[config.mk]
export PLATFORM = sky130hd
export DESIGN_NAME = run_ctrl
export DESIGN_NICKNAME = d
export VERILOG_FILES = /design/src/rtl/run_ctrl_pkg.sv /design/src/rtl/sw_sync_edge.sv /design/src/rtl/run_ctrl.sv
export SDC_FILE = /design/constraint.sdc
export NUM_CORES = 1
export LEC_CHECK = 0
export ABC_AREA = 1
export CAP_MARGIN = 20
export CORE_MARGIN = 1.5
export CORE_UTILIZATION = 59
export DETAILED_ROUTE_END_ITERATION = 6
export GPL_ROUTABILITY_DRIVEN = 1
export GPL_TIMING_DRIVEN = 0
export PLACE_DENSITY = 0.78
export SLEW_MARGIN = 20
export SYNTH_ARGS = -nofsm -noshare
export SYNTH_HDL_FRONTEND = slang
export SYNTH_SLANG_ARGS = --single-unit
[constraint.sdc]
create_clock -name SYSCLK -period 4.2 [get_ports SYSCLK]
set_input_delay 0.84 -clock SYSCLK [delete_from_list [all_inputs] [get_ports SYSCLK]]
set_output_delay 0.84 -clock SYSCLK [all_outputs]
set_load 0.02 [all_outputs]
[src/rtl/run_ctrl_pkg.sv]
// run_ctrl_pkg: state codes, switch priority order and debounce length shared by run_ctrl
// Switch indices double as priority order: lower index wins when edges coincide.
package run_ctrl_pkg;
  typedef enum logic [2:0] {
    HALTED   = 3'd0,
    CLEARING = 3'd1,
    RUNNING  = 3'd2,
    STEPI    = 3'd3,
    STEPM    = 3'd4
  } state_t;
  localparam int SW_CLEAR = 0;
  localparam int SW_HALT  = 1;
  localparam int SW_RUN   = 2;
  localparam int SW_STEPI = 3;
  localparam int SW_STEPM = 4;
  localparam int NUM_SW   = 5;
  localparam int DB_LEN   = 16;
  // Keeps only the lowest set bit, i.e. the highest-priority edge.
  function automatic logic [NUM_SW-1:0] first_edge(input logic [NUM_SW-1:0] e);
    return e & (-e);
  endfunction
endpackage

[src/rtl/sw_sync_edge.sv]
// sw_sync_edge: two-flop synchroniser, optional debouncer and registered rising-edge detector for one panel switch
// Ports: SYSCLK clock, RESETn sync active-low reset, sw raw async switch, rise one-cycle edge pulse.
// Macro RUN_CTRL_DEBOUNCE_EN inserts a DB_LEN-sample debouncer after the synchroniser.
// A switch already high when reset is released never produces an edge: the valid
// shift register holds off edge reporting until the pipeline reflects real samples.
module sw_sync_edge
  import run_ctrl_pkg::*;
(
  input  logic SYSCLK,
  input  logic RESETn,
  input  logic sw,
  output logic rise
);
  logic s1, s2, lv, d;
  logic [3:0] v;
`ifdef RUN_CTRL_DEBOUNCE_EN
  localparam int CW = $clog2(DB_LEN);
  logic db;
  logic [CW-1:0] cnt;
  // Until the synchroniser is valid the debounced level is simply loaded, so it starts settled.
  always_ff @(posedge SYSCLK)
    if (!RESETn) begin
      db  <= 1'b0;
      cnt <= '0;
    end else if (!v[2] || s2 == db || cnt == CW'(DB_LEN - 1)) begin
      db  <= s2;
      cnt <= '0;
    end else begin
      cnt <= cnt + 1'b1;
    end
  assign lv = db;
`else
  assign lv = s2;
`endif
  always_ff @(posedge SYSCLK)
    if (!RESETn) begin
      {s1, s2, d, rise} <= '0;
      v <= '0;
    end else begin
      s1   <= sw;
      s2   <= s1;
      d    <= lv;
      v    <= {v[2:0], 1'b1};
      rise <= lv & ~d & v[3];
    end
endmodule

[src/rtl/run_ctrl.sv]
// run_ctrl: PDP-8 front-panel run/step sequencer gating the CPU microcycle advance
// Ports: SYSCLK clock, RESETn sync active-low reset, sw_CLEAR/RUN/HALT/STEPM/STEPI async panel
// switches, cpu_instDone/cpu_hlt from the CPU; mcyc_en advance pulse, cpu_clear, running lamp,
// state code (0 HALTED,1 CLEARING,2 RUNNING,3 STEPI,4 STEPM).
// Macro RUN_CTRL_DEBOUNCE_EN enables switch debouncing inside sw_sync_edge.
module run_ctrl
  import run_ctrl_pkg::*;
#(
  parameter int CLK_DIV      = 4,
  parameter int CLEAR_CYCLES = 4
) (
  input  logic       SYSCLK,
  input  logic       RESETn,
  input  logic       sw_CLEAR,
  input  logic       sw_RUN,
  input  logic       sw_HALT,
  input  logic       sw_STEPM,
  input  logic       sw_STEPI,
  input  logic       cpu_instDone,
  input  logic       cpu_hlt,
  output logic       mcyc_en,
  output logic       cpu_clear,
  output logic       running,
  output logic [2:0] state
);
  logic [NUM_SW-1:0] sw, rise, sel;
  state_t st, nxt;
  logic [7:0] div_cnt;
  logic [3:0] clr_cnt;
  logic halt_req, stepping;
  assign sw = {sw_STEPM, sw_STEPI, sw_RUN, sw_HALT, sw_CLEAR};
  for (genvar i = 0; i < NUM_SW; i++) begin : g_sw
    sw_sync_edge u_sw (
      .SYSCLK (SYSCLK),
      .RESETn (RESETn),
      .sw     (sw[i]),
      .rise   (rise[i])
    );
  end
  assign sel      = first_edge(rise);
  assign stepping = st inside {RUNNING, STEPI, STEPM};
  assign mcyc_en  = stepping && div_cnt == 8'(CLK_DIV - 1);
  assign state    = st;
  always_comb begin
    nxt = st;
    case (st)
      HALTED:   nxt = sel[SW_RUN] ? RUNNING : sel[SW_STEPI] ? STEPI : sel[SW_STEPM] ? STEPM : HALTED;
      CLEARING: nxt = clr_cnt == 4'(CLEAR_CYCLES - 1) ? HALTED : CLEARING;
      RUNNING:  nxt = mcyc_en && cpu_instDone && (halt_req || cpu_hlt) ? HALTED : RUNNING;
      STEPI:    nxt = mcyc_en && cpu_instDone ? HALTED : STEPI;
      STEPM:    nxt = mcyc_en ? HALTED : STEPM;
      default:  nxt = HALTED;
    endcase
    if (sel[SW_CLEAR]) nxt = CLEARING;
  end
  always_ff @(posedge SYSCLK)
    if (!RESETn) begin
      st        <= HALTED;
      div_cnt   <= '0;
      clr_cnt   <= '0;
      halt_req  <= 1'b0;
      cpu_clear <= 1'b0;
      running   <= 1'b0;
    end else begin
      st        <= nxt;
      // Divider restarts on every state entry so the first pulse lands CLK_DIV cycles in.
      div_cnt   <= (nxt == st && stepping && !mcyc_en) ? div_cnt + 1'b1 : '0;
      clr_cnt   <= (st == CLEARING && !sel[SW_CLEAR]) ? clr_cnt + 1'b1 : '0;
      // Request survives only while RUNNING continues; the stop itself or a CLEAR drops it.
      halt_req  <= nxt == RUNNING && (halt_req || (st == RUNNING && sel[SW_HALT]));
      cpu_clear <= nxt == CLEARING;
      running   <= nxt == RUNNING;
    end
endmodule

=== Word level (Yosys, flattened, before mapping) ===
Cells that the tools add are included.

* Register bits after elaboration: 58
* Latch bits: 0
* Memory bits (writable): 0
* ROM bits: 0
* Bits of input ports: 9
* Output and inout port bits: 6
* Word-level logic and storage cells: 94
* Memories: 0

* Add/sub/neg operators: 3
* Multiply operators: 0
* Divide/modulo/power cells: 0
* Order comparisons: 0
* Eq/ne operators: 9
* Shift-type cells: 0
* Multiplexer cells: 14
* Bitwise logic cells: 16
* Reduce and logical (&&, ||, !) cells: 16

{| class="wikitable"
|+ Operator list
! operator !! count
|-
| 3-bit 2-to-1 mux || 5
|-
| 3-bit case mux with 5 select lines || 1
|-
| 1-bit AND || 10
|-
| 3-bit by 2-bit == test with 1-bit output (second input constant) || 3
|-
| 8-bit by 1-bit adder with 8-bit output (second input constant) || 1
|-
| 8-bit by 2-bit == test with 1-bit output (second input constant) || 1
|-
| 1-bit logical AND || 8
|-
| 3-bit by 1-bit == test with 1-bit output (second input constant) || 2
|-
| 1-bit 2-to-1 mux || 6
|-
| 5-bit AND || 1
|-
| 5-bit negation || 1
|-
| 1-bit NOT || 5
|-
| 4-bit by 1-bit adder with 4-bit output (second input constant) || 1
|-
| 4-bit by 2-bit == test with 1-bit output (second input constant) || 1
|-
| 2-bit 2-to-1 mux || 2
|-
| 2-bit AND reduction || 2
|-
| 3-bit == test || 1
|-
| 3-bit == test (second input constant) || 1
|-
| 3-bit logical NOT || 1
|-
| 3-bit nonzero test || 1
|-
| 1-bit logical NOT || 2
|-
| 1-bit logical OR || 2
|}

=== Logic depth before layout (Yosys ltp) ===
Gate-level depths: netlist (run 1).

* Word-level depth: 12
* Depth in mapped cells: 10
* Mapped depth without buffers: 10

=== Cells and area by module ===
Synthesis (run 1) repeated with hierarchy kept, for this count alone.

* Cell total of the unflattened synthesis: 229
* Area total of the unflattened synthesis: 1,995.7 sq um

{| class="wikitable"
|+ By module, submodules not included
! module !! instances !! cells each !! area an instance (sq um) !! seq. area each (sq um)
|-
| sw_sync_edge || 5 || 23 || 221.5 || 160.2
|-
| run_ctrl || 1 || 114 || 888.4 || 360.3
|}

=== Worst setup path before layout (run 1) ===
No wires, ideal clock.

* Kind: flip-flop to output port
* Start: reg div_cnt[0]
* End: out mcyc_en
* Arrival time: 1.171 ns
* Required time: 3.360 ns
* Path slack: 2.189 ns
* Stages on the path, launching flop included: 5
* Buffers on the path: 0
* Cell sequence: dfxtp_1 ha_1 nand3b_1 or2_1 nor2_1

* Cells in the longest elaborated chain, start to end: 2

{| class="wikitable"
|+ RTL lines
! element !! line !! text
|-
| from (decl) || run_ctrl.sv:28 || <nowiki>logic [7:0] div_cnt;</nowiki>
|-
| from (signal assigned) || run_ctrl.sv:67 || <nowiki>div_cnt <= (nxt == st && stepping && !mcyc_en) ? div_cnt + 1'b1 : '0;</nowiki>
|-
| 8-bit by 2-bit == test with 1-bit output || run_ctrl.sv:42 || <nowiki>assign mcyc_en = stepping && div_cnt == 8'(CLK_DIV - 1);</nowiki>
|-
| 1-bit logical AND || run_ctrl.sv:42 ||
|-
| to (decl) || run_ctrl.sv:21 || <nowiki>output logic mcyc_en,</nowiki>
|}

Every way passes these cells.

=== Worst setup path after layout (run 1) ===
Same ends and word-level chain as after synthesis.

==> impl_metrics.py, run 1 <==
metrics = {
    "setup_path": {
        "crit_chain": "ha_1 > nand3b_1 > or2_1 > nor2_1 > clkdlybuf4s50_1",
        "cp_max_fo": 4,
        "critical-path-max-stage-delay_ps": 610,
        "critPathBufInv": 1,
        "crit_family": "buffers and inverters",
        "timing.rr.start": "div_cnt[0]",
        "critical_path_class": "flop to output port",
        "r2r_setup_slack_ps": 2580,
        "crit_arrival_ps": 2020,
        "cp_slowest_cell": "clkdlybuf4s50_1",
        "rr_endpoint": "div_cnt[2]",
        "worstSetupStartpointType": "flop",
        "startpoint": "div_cnt[0]",
        "cp.depth": 5,
        "cp-endpoint": "mcyc_en",
        "setup.worst_path.end_class": "output port",
        "cp.required_ps": 3360,
        "reg2regPathDepth": 10,
    },
    "logic_synthesis": {
        "syn-num-nets": 195,
        "netlist_instances": 184,
        "synth_seq_area_share_pct": 54.1,
        "synth.largest_area_cell": "dfxtp_1",
        "ys_ff_latch": 42,
        "synth_top_cell_area_share_pct": 54.1,
        "yosysWarnings": 0,
        "synth_area_per_cell_um2": 8.45,
        "netlist-cell-type-count": 24,
        "synth_area_mm2": 0.00156,
        "synth.top_cells.by_area": "dfxtp_1, nand2_1, inv_1, nor2_2, nor2_1",
    },
    "cts": {
        "post_cts_buffers": 0,
        "clockBufferDepth": 2,
        "cts_made_buffers": 5,
        "cts_tree": "built",
        "cts-resized-gates": 0,
        "insertion_delay_ps": 350,
        "cts_hold_buf": 0,
        "cts_root_buf": "clkbuf_4",
        "clkSinkCount": 42,
        "htreeDepth": 2,
        "clk_pin_slew_ps": 120,
    },
    "timing": {
        "finalCritPeriodShare_pct": 68.2,
        "report.final.setup_viol": 0,
        "hold_violations": 0,
        "rsz0062_at_grt": "false",
        "setup_ws_ps": 1340,
        "finalCriticalPeriod_ps": 2860,
        "fin_skew_ps": 10.9,
        "setup_tns_ps": 0,
        "max_freq_mhz": 349,
        "slew_viol_final": 0,
        "worst_slew_pin_slew_ps": 416,
        "slew_headroom_pct": 72.3,
    },
    "global_routing": {
        "grt_overflow": 0,
        "grt_max_degree": 14,
        "grt_usage_pct": 18.0,
        "grt_antenna_before_repair": 0,
        "grt_pass1_vias": 925,
        "grt_pass1_wl_mm": 3.63,
    },
    "routing": {
        "highest_layer": "met4",
        "drcViolationCount": 0,
        "totalWireLength_mm": 2.23,
        "m1WireLength_mm": 1.01,
        "avgRoutedWirePerCell_um": 9.47,
        "drtIter0Drc": 18,
        "wl_met2_mm": 1.06,
        "vias": 1129,
        "firstDrtPassIters": 4,
        "vias_per_cell": 4.78,
        "routed-wl-met3_um": 115,
        "ant_nets": 0,
    },
    "cells_and_area": {
        "n_antenna_cell": 0,
        "syn2layout_area_growth_pct": 15.0,
        "final_net_count": 216,
        "drive_above_1_share_pct": 13.1,
        "final_common_cell": "dfxtp_1",
        "final_cell_mix": "dfxtp_1, nand2_1, inv_1",
        "design_area_mm2": 0.00179,
    },
    "floorplan": {
        "die_area_mm2": 0.00295,
        "dieHeight_um": 54.3,
        "die_w_um": 54.3,
        "start_util_pct": 62.8,
        "core_area_mm2": 0.00248,
        "core.rowCount": 18,
        "io_pins": 15,
    },
    "power_and_ir_drop": {
        "irDropWorstVdd_mv": 0.336,
        "power.density_mw_per_mm2": 346,
        "leakage_nw": 0.801,
    },
    "placement": {
        "port_buffers": 14,
        "dp_hpwl_mm": 1.69,
        "place_area_mm2": 0.00173,
        "place_ws_ps": 1700,
        "globalplace.congestion": 0.756,
    },
    "run": {
        "cap_violations": 0,
    },
    "min_path": {
        "hold_path_class": "flop to flop",
    },
    "status": {
        "outcome": "completed",
    },
}
-- synth_stat cells --
cell type / instances
nand4_1: 1
inv_1: 31
bufinv_8: 1
xor2_1: 4
nor3_1: 11
a31oi_1: 3
nand3_1: 7
nand2_2: 3
nor2_4: 1
a21oi_1: 4
nand3_2: 1
nor2_1: 15
clkbuf_1: 2
or2_1: 2
clkinv_1: 1
nand3_4: 1
or2_2: 2
ha_1: 2
xnor2_1: 2
o21ai_1: 2
nand3b_1: 2
nor2_2: 11
dfxtp_1: 42
nand2_1: 33
-- routing by layer --
metal | track usage (%) | up-vias
met1 | 20.6 | 497
met2 | 28.3 | 23
li1 | - | 605
met4 | 10.0 | 0
met3 | 7.38 | 4
met5 | 0 | -
-- power by group --
group | internal, mW | leakage [nW] | switching (mW) | total (mW)
combinational | 0.0113 | 0.427 | 0.0110 | 0.0223
sequential | 0.406 | 0.342 | 0.00225 | 0.408
clock | 0.0658 | 0.0322 | 0.121 | 0.187
total | 0.483 | 0.801 | 0.135 | 0.618
-- worst min-delay path by stage --
stage	startpoint	end	slack, ps	cells past startpoint
floorplan	g_sw[0].u_sw.d	g_sw[0].u_sw.rise	380	1
global placement	g_sw[4].u_sw.d	g_sw[4].u_sw.rise	380	1
detailed placement	g_sw[0].u_sw.d	g_sw[0].u_sw.rise	380	1
CTS	g_sw[1].u_sw.d	g_sw[1].u_sw.rise	400	1
global route	g_sw[4].u_sw.d	g_sw[4].u_sw.rise	400	1
finish	g_sw[4].u_sw.d	g_sw[4].u_sw.rise	390	1
-- logic make-up after synthesis --
family	after synthesis	synth area share [%]
AO/OA/AOI/OAI	9	3.14
AND/OR/NAND/NOR	90	28.5
flip-flops	42	54.1
adder cells (fa/ha/maj)	2	1.61
buffers and inverters	35	9.33
XOR/XNOR	6	3.38
-- state kept, by name, indices dropped and copies added (netlist names) --
name	flops
cpu_clear	1
halt_req	1
clr_cnt	4
g_sw.u_sw.s1	5
g_sw.u_sw.v	4
g_sw.u_sw.d	5
running	1
div_cnt	8
state	3
g_sw.u_sw.lv	5
g_sw.u_sw.rise	5
-- metrics by stage --
step / power, mW / hold slack [ps] / instances / utilization [%]
after floorplan: 0.428 / 375 / 184 / -
after global placement: 0.439 / 379 / 228 / 69.9
after detailed placement: 0.440 / 384 / 228 / 69.9
after CTS: 0.627 / 402 / 236 / 72.2
after global routing: 0.647 / 397 / 236 / 72.2
final: 0.618 / 394 / 236 / 72.2
-- cell type report --
cell class              instances  area [um^2]
repair buffers                 14          140
inverters                      33          138
plain buffers                   2         7.51
well taps                      30         37.5
clock buffers                   6         41.3
multi-input cells             107          569
clock inverters                 2         13.8
fillers                       210          689
flip-flops and latches         42          841
No activity file was read; power rests on OpenSTA's default activity.
==> run 2, diff against run 1 <==
--- a/config.mk
+++ b/config.mk
@@ -8,11 +8,11 @@
 export ABC_AREA = 1
 export CAP_MARGIN = 20
 export CORE_MARGIN = 1.5
-export CORE_UTILIZATION = 59
+export CORE_UTILIZATION = 54
 export DETAILED_ROUTE_END_ITERATION = 6
 export GPL_ROUTABILITY_DRIVEN = 1
 export GPL_TIMING_DRIVEN = 0
-export PLACE_DENSITY = 0.78
+export PLACE_DENSITY = 0.72
 export SLEW_MARGIN = 20
 export SYNTH_ARGS = -nofsm -noshare
 export SYNTH_HDL_FRONTEND = slang
==> constraint.sdc (replaced) <==
create_clock -name SYSCLK -period 2.7 [get_ports SYSCLK]
set_input_delay 0.54 -clock SYSCLK [delete_from_list [all_inputs] [get_ports SYSCLK]]
set_output_delay 0.54 -clock SYSCLK [all_outputs]
set_load 0.02 [all_outputs]
==> run 2 against run 1 <==
Against the previous run: die area up 8.7%; first-iteration DRC count increased by 56%; flip-flop and latch count unchanged; cell count grew 0.42%.
==> impl_metrics.py, run 2 (synthesis results as in run 1) <==
metrics = {
    "status": {
        "outcome": "completed",
    },
    "routing": {
        "ant_nets": 0,
        "firstDrtPassIters": 4,
        "drcViolationCount": 0,
        "totalWireLength_mm": 2.55,
        "vias": 1177,
        "avgRoutedWirePerCell_um": 10.8,
        "drtIter0Drc": 28,
        "vias_per_cell": 4.97,
    },
    "setup_path": {
        "cp_max_fo": 4,
        "critical-path-max-stage-delay_ps": 390,
        "worstSetupStartpointType": "flop",
        "crit_chain": "ha_1 > nand3b_1 > or2_1 > nor2_1 > dlymetal6s2s_1",
        "crit_arrival_ps": 1680,
        "cp.required_ps": 2160,
        "setup.worst_path.end_class": "output port",
        "cp_slowest_cell": "dfxtp_1",
        "reg2regPathDepth": 10,
        "critical_path_class": "flop to output port",
    },
    "global_routing": {
        "grt_antenna_before_repair": 0,
        "grt_usage_pct": 18.3,
        "grt_max_degree": 13,
        "grt_pass1_vias": 1083,
        "grt_pass1_wl_mm": 4.49,
        "grt_overflow": 0,
    },
    "cells_and_area": {
        "syn2layout_area_growth_pct": 16.5,
        "final_common_cell": "dfxtp_1",
        "fin_util_pct": 66.3,
        "top_register": "div_cnt",
        "final_cell_mix": "dfxtp_1, nand2_1, inv_1",
        "final_net_count": 216,
        "instances_no_fill": 237,
        "largest_register_ffs": 8,
        "drive_above_1_share_pct": 12.6,
        "n_antenna_cell": 0,
        "design_area_mm2": 0.00181,
    },
    "floorplan": {
        "start_util_pct": 56.9,
        "dieHeight_um": 56.7,
        "core_area_mm2": 0.00273,
        "io_pins": 15,
        "die_w_um": 56.7,
        "core.rowCount": 19,
        "die_area_mm2": 0.00321,
    },
    "power_and_ir_drop": {
        "power.density_mw_per_mm2": 586,
        "irDropWorstVdd_mv": 0.555,
        "finalPower_mw": 1.06,
        "leakage_nw": 0.827,
    },
    "min_path": {
        "hold_path_class": "flop to flop",
        "worstHoldPathCells": 1,
    },
    "timing": {
        "report.final.setup_viol": 0,
        "whs_ps": 396,
        "finalCriticalPeriod_ps": 2220,
        "fin_skew_ps": 7.33,
        "finalCritPeriodShare_pct": 82.3,
        "rsz0062_at_grt": "false",
        "hold_violations": 0,
        "slew_headroom_pct": 74.3,
        "setup_tns_ps": 0,
        "worst_slew_pin_slew_ps": 385,
        "max_freq_mhz": 450,
        "slew_viol_final": 0,
        "setup_ws_ps": 478,
    },
    "cts": {
        "clockBufferDepth": 2,
        "cts_root_buf": "clkbuf_4",
        "cts_hold_buf": 0,
        "insertion_delay_ps": 350,
        "cts_made_buffers": 5,
        "cts_tree": "built",
        "clk_pin_slew_ps": 110,
        "htreeDepth": 2,
        "clkSinkCount": 42,
    },
    "placement": {
        "place_ws_ps": 489,
        "dp_hpwl_mm": 1.84,
        "placedCellCount": 229,
        "place_area_mm2": 0.00173,
        "globalplace.congestion": 0.850,
        "port_buffers": 14,
    },
    "run": {
        "cap_violations": 0,
    },
}
-- run 2: critical path, delay by kind of cell, from the launching register on --
kind | cells | cell delay [ps]
fa+ha+maj | 1 | 260
buf+inv | 1 | 230
flops | 1 | 390
simple gates | 3 | 460
-- run 2: layer usage --
metal	vias up	routed length (um)	track usage, %
met3	6	158	6.22
li1	603	-	-
met4	0	33	7.14
met2	33	1260	31.6
met1	535	1100	20.6
met5	-	0	0
-- run 2: area by class of cell --
cell class                 instances  area (um^2)
multi-input combinational        107          569
clock inverter                     1         30.0
buffer                             2         7.51
sequential                        42          841
inverter                          33          138
clock buffer                       7         45.0
fill                             236          922
timing repair buffer              14          143
tap                               31         38.8
-- run 2: worst paths after layout --
path	from	endpoint	slack (ps)
max reg2reg	div_cnt[0]	div_cnt[6]	1030
min	g_sw[4].u_sw.d	g_sw[4].u_sw.rise	400
max	div_cnt[0]	mcyc_en	480
min reg2reg	g_sw[4].u_sw.d	g_sw[4].u_sw.rise	400
-- run 2: report_power, final --
part	switching (mW)	internal [mW]	total [mW]
logic	0.0175	0.0176	0.0351
clock network	0.194	0.196	0.391
registers	0.00341	0.632	0.635
-- run 2: timing repair --
action | in CTS | in global routing
gates resized for setup | 0 | 1
buffers inserted | 0 | 0
setup endpoints to repair | 0 | 1
